[src/rtl/seven_seg_display_scheduler.sv]
// Arbitrates two 16-bit requesters onto the Basys 3 4-digit display: round-robin grant,
// sequential double-dabble conversion, minimum dwell, and time-multiplexed anode/cathode drive.
module seven_seg_display_scheduler #(
  parameter int REFRESH_BITS = 20,
  parameter int HOLD_CYCLES  = 100000000,
  parameter int HOLD_W       = 27
) (
  input  logic        clock_100Mhz,
  input  logic        reset,
  input  logic [1:0]  req_valid,
  input  logic [31:0] req_value,
  output logic [1:0]  req_ready,
  output logic [3:0]  anode_activate,
  output logic [6:0]  led_out,
  output logic        active_src,
  output logic        overflow,
  output logic        busy
);

  typedef enum logic [1:0] {IDLE, CONVERT, HOLD} state_t;

  localparam logic [HOLD_W-1:0] HOLD_LAST =
    (HOLD_CYCLES > 0) ? HOLD_W'(HOLD_CYCLES - 1) : '0;

  state_t                  state, state_next;
  logic                    last_grant, grant, conv_src;
  logic                    transfer, conv_done, hold_done;
  logic [15:0]             bin;
  logic [19:0]             bcd, bcd_adj, bcd_shift;
  logic [3:0]              shift_cnt;
  logic [HOLD_W-1:0]       hold_cnt;
  logic [15:0]             digits;
  logic [REFRESH_BITS-1:0] refresh;
  logic [1:0]              sel;
  logic [3:0]              digit;

  always_comb begin
    case (req_valid)
      2'b01:   grant = 1'b0;
      2'b10:   grant = 1'b1;
      2'b11:   grant = ~last_grant;
      default: grant = 1'b0;
    endcase
  end

  assign transfer  = (state == IDLE) && req_valid[grant];
  assign conv_done = (state == CONVERT) && (shift_cnt == 4'd15);
  assign hold_done = (state == HOLD) && (hold_cnt == HOLD_LAST);

  always_ff @(posedge clock_100Mhz or posedge reset) begin
    if (reset) state <= IDLE;
    else       state <= state_next;
  end

  always_comb begin
    state_next = state;
    case (state)
      IDLE:    if (transfer) state_next = CONVERT;
      CONVERT: if (conv_done) state_next = (HOLD_CYCLES == 0) ? IDLE : HOLD;
      HOLD:    if (hold_done) state_next = IDLE;
      default: state_next = IDLE;
    endcase
  end

  // Ready is masked during reset so an aborted cycle never shows a handshake.
  always_comb begin
    req_ready = '0;
    busy      = (state != IDLE);
    if (state == IDLE && !reset) req_ready[grant] = req_valid[grant];
  end

  always_comb begin
    bcd_adj = bcd;
    for (int unsigned i = 0; i < 5; i++) begin
      if (bcd[4*i +: 4] >= 4'd5) bcd_adj[4*i +: 4] = bcd[4*i +: 4] + 4'd3;
    end
    bcd_shift = {bcd_adj[18:0], bin[15]};
  end

  // Display registers load only on the final shift so the old value stays up during conversion.
  always_ff @(posedge clock_100Mhz or posedge reset) begin
    if (reset) begin
      last_grant <= 1'b1;
      conv_src   <= 1'b0;
      bin        <= '0;
      bcd        <= '0;
      shift_cnt  <= '0;
      hold_cnt   <= '0;
      digits     <= '0;
      overflow   <= 1'b0;
      active_src <= 1'b0;
    end else begin
      case (state)
        IDLE: if (transfer) begin
          bin        <= grant ? req_value[31:16] : req_value[15:0];
          last_grant <= grant;
          conv_src   <= grant;
          bcd        <= '0;
          shift_cnt  <= '0;
        end
        CONVERT: begin
          bcd       <= bcd_shift;
          bin       <= {bin[14:0], 1'b0};
          shift_cnt <= shift_cnt + 4'd1;
          if (conv_done) begin
            digits     <= bcd_shift[15:0];
            overflow   <= |bcd_shift[19:16];
            active_src <= conv_src;
            hold_cnt   <= '0;
          end
        end
        HOLD:    hold_cnt <= hold_cnt + HOLD_W'(1);
        default: ;
      endcase
    end
  end

  always_ff @(posedge clock_100Mhz or posedge reset) begin
    if (reset) refresh <= '0;
    else       refresh <= refresh + REFRESH_BITS'(1);
  end

  assign sel = refresh[REFRESH_BITS-1 -: 2];

  always_comb begin
    case (sel)
      2'b00:   begin anode_activate = 4'b0111; digit = digits[15:12]; end
      2'b01:   begin anode_activate = 4'b1011; digit = digits[11:8];  end
      2'b10:   begin anode_activate = 4'b1101; digit = digits[7:4];   end
      default: begin anode_activate = 4'b1110; digit = digits[3:0];   end
    endcase
  end

  always_comb begin
    case (digit)
      4'd0:    led_out = 7'b0000001;
      4'd1:    led_out = 7'b1001111;
      4'd2:    led_out = 7'b0010010;
      4'd3:    led_out = 7'b0000110;
      4'd4:    led_out = 7'b1001100;
      4'd5:    led_out = 7'b0100100;
      4'd6:    led_out = 7'b0100000;
      4'd7:    led_out = 7'b0001111;
      4'd8:    led_out = 7'b0000000;
      4'd9:    led_out = 7'b0000100;
      default: led_out = 7'b0000001;
    endcase
  end

endmodule

[config.mk]
export PLATFORM = sky130hd
export DESIGN_NAME = seven_seg_display_scheduler
export DESIGN_NICKNAME = d
export VERILOG_FILES = /design/src/rtl/seven_seg_display_scheduler.sv
export SDC_FILE = /design/constraint.sdc
export NUM_CORES = 1
export LEC_CHECK = 0
export ABC_AREA = 1
export ABC_CLOCK_PERIOD_IN_PS = 8300
export BUFFER_PORTS_ARGS = -buffer_cell sky130_fd_sc_hd__buf_2
export CORE_MARGIN = 1.5
export CORE_UTILIZATION = 50
export CTS_CLUSTER_DIAMETER = 50
export DETAILED_ROUTE_END_ITERATION = 12
export GPL_ROUTABILITY_DRIVEN = 0
export HOLD_SLACK_MARGIN = 0.03
export PLACE_DENSITY = 0.69
export SLEW_MARGIN = 20
export SYNTH_ARGS = -nofsm -noshare
export SYNTH_HDL_FRONTEND = slang
export SYNTH_SLANG_ARGS = --single-unit
export TNS_END_PERCENT = 50
[constraint.sdc]
create_clock -name clock_100Mhz -period 8.3 [get_ports clock_100Mhz]
set_clock_uncertainty 0.15 [all_clocks]
set_input_delay 1.66 -clock clock_100Mhz [delete_from_list [all_inputs] [get_ports clock_100Mhz]]
set_output_delay 1.66 -clock clock_100Mhz [all_outputs]
set_load 0.005 [all_outputs]
==> results.cfg <==
[outcome]
run_status = completed

[clock_tree]
clock_insertion_delay_worst_skew_ps = 360
sink_count = 109
cts_setup_buffers = 0
tritoncts_clock_tree = done
number_of_h_tree_levels = 3
holdBufCountCts = 0
postCtsResizedCells = 0
clk_path_buf_depth = 2
cts.clk_slew.worst_paths_ps = 70
clock-root-buffer = sky130_fd_sc_hd__clkbuf_16
cts-buffers-inserted = 9

[cells_and_area]
areaGrowthSynthToFinish_pct = 11.0
mostFrequentLayoutCell = sky130_fd_sc_hd__nand2_1
layout.filler_cells = 1094
layout.cell_area.non_filler_sq_um = 6720
number_of_nets_at_the_end_of_the_flow = 894
mostFrequentLayoutCells = 205 x sky130_fd_sc_hd__nand2_1, 108 x sky130_fd_sc_hd__dfrtp_1, 92 x sky130_fd_sc_hd__inv_1, 86 x sky130_fd_sc_hd__nor2_1, 52 x sky130_fd_sc_hd__nand3_1
fraction_of_final_layout_cells_sized_beyond_drive_strength_1_pct = 13.6
fin_util_pct = 56.4
post_layout_nonfiller_instances = 993
antenna_cells = 0

[synth]
async_flop_share_pct = 100
mappedNetlistArea_sq_um = 6050
netlist-cell-type-count = 33
number_of_enable_flip_flop_cells_after_synthesis = 0
postSynthRegisterBits = 109
dominant_synthesized_flop_cell = sky130_fd_sc_hd__dfrtp_1
syn-instance-count = 798
avgSynthCellArea_sq_um = 7.59
postSynthNetCount = 851
synth_seq_area_share_pct = 45.1
yosysWarnings = 0

[timing]
min_tclk_post_route_ps = 4670
clock.fmax_mhz = 214
tns_ps = 0
final-hold-violation-count = 0
grt_setup_unrepaired = no
slew-limit-headroom_pct = 50.6
finalCritPeriodShare_pct = 56.3
setup_viol = 0
timing.final.max_slew_violations = 0
worst_slew_pin_slew_ps = 741

[power_and_ir_drop]
share_comb_of_total_power_pct = 5.9
p_seq_share_pct = 52.0
power.leakage_nw = 3.26
internal_dissipation_w = 0.000811
sw_frac_of_total_pct = 23.4
pwr_density_cell_nw_per_um2 = 158
pwr-share-clk_pct = 42.1
netSwitchingPower_w = 0.000247
max-vdd-ir-drop_mv = 0.141

[drt]
drt-total-wl_mm = 12.5
drtIter0Drc = 363
vias = 5208
wl_met1_mm = 6.01
detailroute.wirelength.met2_mm = 5.70
wl_per_cell_um = 12.6
drt-vias-per-instance = 5.24
dr_wl_met3_um = 630
post_route_drc = 0
drtAntennaViolNets = 0
topRoutingLayerUsed = met4
drt_pre_antenna_iters = 5

[global_route]
grt_pass1_vias = 4972
largest_net_degree_at_the_start_of_global_routing = 60
antenna_found_initial = 0
global_route.usage.total_pct = 21.2
grt.overflow.total = 0
grt_pass1_wl_mm = 22.2

[die]
rows = 40
io_pins = 52
design.core.area_sq_um = 11900
die_area_sq_um = 12800
dieHeight_um = 113
die_w_um = 113
initial_core_util_pct = 50.8

[worst_setup_path]
setup.reg_to_reg.worst_slack_ps = 5520
endpoint = req_ready[0]
cp_max_fo = 18
worstSetupEndpointType = output port
worstPathArrival_ps = 2860
worst_r2r_path_depth = 6
worstSetupPathType = in -> out
rr_startpoint = state[1]
setup.worst_path.start = req_valid[0]
timing.critical_path.required_ps = 6490
regToRegEndpoint = hold_cnt[9]
start_kind = input port

[placed_design]
portBuffers = 51
placed_area_sq_um = 6410
place_inst = 977
post-dp-hpwl_mm = 9.01

[run]
max-cap-violations = 0

[worst_hold_path]
hp-class = reg -> reg
-- state kept, by name, summed over array words and instances, names as in the netlist --
name        flops
conv_src        1
shift_cnt       4
bcd            20
active_src      1
bin            16
state           2
hold_cnt       27
refresh        20
overflow        1
last_grant      1
digits         16
-- area by class of cell --
class	instances	area [sq um]	area share (%)
tap	147	184	2.74
multi-input combinational	569	2850	42.5
inverter	99	374	5.57
clock inverter	6	68.8	1.02
timing repair buffer	53	270	4.02
sequential	109	2730	40.6
clock buffer	10	239	3.56
-- worst min path at each step --
stage,cells past startpoint,start,slack [ps],end
after floorplan,2,digits[7],290,digits[7]
after global placement,2,refresh[17],300,refresh[17]
after detailed placement,2,refresh[17],310,refresh[17]
after CTS,2,last_grant,320,last_grant
after global routing,2,active_src,350,active_src
final,2,last_grant,320,last_grant
-- per-layer routing --
metal | global-route usage [%] | up-vias
met5 | 0 | -
met4 | 6.00 | 0
li1 | - | 2653
met1 | 28.8 | 2414
met3 | 4.66 | 14
met2 | 34.5 | 127
-- kinds of logic (layout without fill, tap and decap cells) --
kind of cell,count (synthesis),after routing,share of synthesized area (%)
buffers and inverters,120,168,7.81
AND/OR/NAND/NOR,399,399,28.2
multiplexers,1,1,0.165
flip-flops,109,109,45.1
adder cells (fa/ha/maj),17,17,3.51
AO/OA/AOI/OAI,131,131,12.2
XOR/XNOR,21,21,3.04
-- power groups by stage --
stage	registers, W	clock network, W	logic, W
3_3_place_gp	0.000560	0	0.0000612
2_1_floorplan	0.000559	0	0.0000429
5_1_grt	0.000552	0.000475	0.0000726
3_5_place_dp	0.000561	0	0.0000637
6_report	0.000550	0.000445	0.0000629
4_1_cts	0.000550	0.000456	0.0000639
-- metrics by stage --
| step | setup WS (ps) | hold slack, ps | total power (W) |
|---|---|---|---|
| 2_1_floorplan | 3620 | 287 | 0.000602 |
| 3_3_place_gp | 3760 | 304 | 0.000622 |
| 3_5_place_dp | 3640 | 309 | 0.000624 |
| 4_1_cts | 3630 | 323 | 0.00107 |
| 5_1_grt | 3470 | 353 | 0.00110 |
| 6_report | 3630 | 321 | 0.00106 |
-- Yosys cell counts (15+ instances only) --
| library cell | instances | area (sq um) |
|---|---|---|
| sky130_fd_sc_hd__a21oi_1 | 36 | 180 |
| sky130_fd_sc_hd__buf_2 | 15 | 75.1 |
| sky130_fd_sc_hd__dfrtp_1 | 108 | 2700 |
| sky130_fd_sc_hd__ha_1 | 17 | 213 |
| sky130_fd_sc_hd__inv_1 | 93 | 349 |
| sky130_fd_sc_hd__nand2_1 | 205 | 769 |
| sky130_fd_sc_hd__nand3_1 | 52 | 260 |
| sky130_fd_sc_hd__nor2_1 | 86 | 323 |
| sky130_fd_sc_hd__o211ai_1 | 15 | 113 |
| sky130_fd_sc_hd__o21ai_0 | 41 | 205 |
| sky130_fd_sc_hd__o21ai_1 | 16 | 80.1 |
| sky130_fd_sc_hd__o22ai_1 | 16 | 100 |
| sky130_fd_sc_hd__or2_2 | 15 | 93.8 |
| sky130_fd_sc_hd__xor2_1 | 19 | 166 |
-- critical path, cell delays in order --
cell	delay, ps
sky130_fd_sc_hd__buf_2	90
sky130_fd_sc_hd__nand2_1	60
sky130_fd_sc_hd__nand2_1	340
sky130_fd_sc_hd__inv_1	330
sky130_fd_sc_hd__nor3_1	230
sky130_fd_sc_hd__buf_2	140
Power figures use the tool's default switching activity.
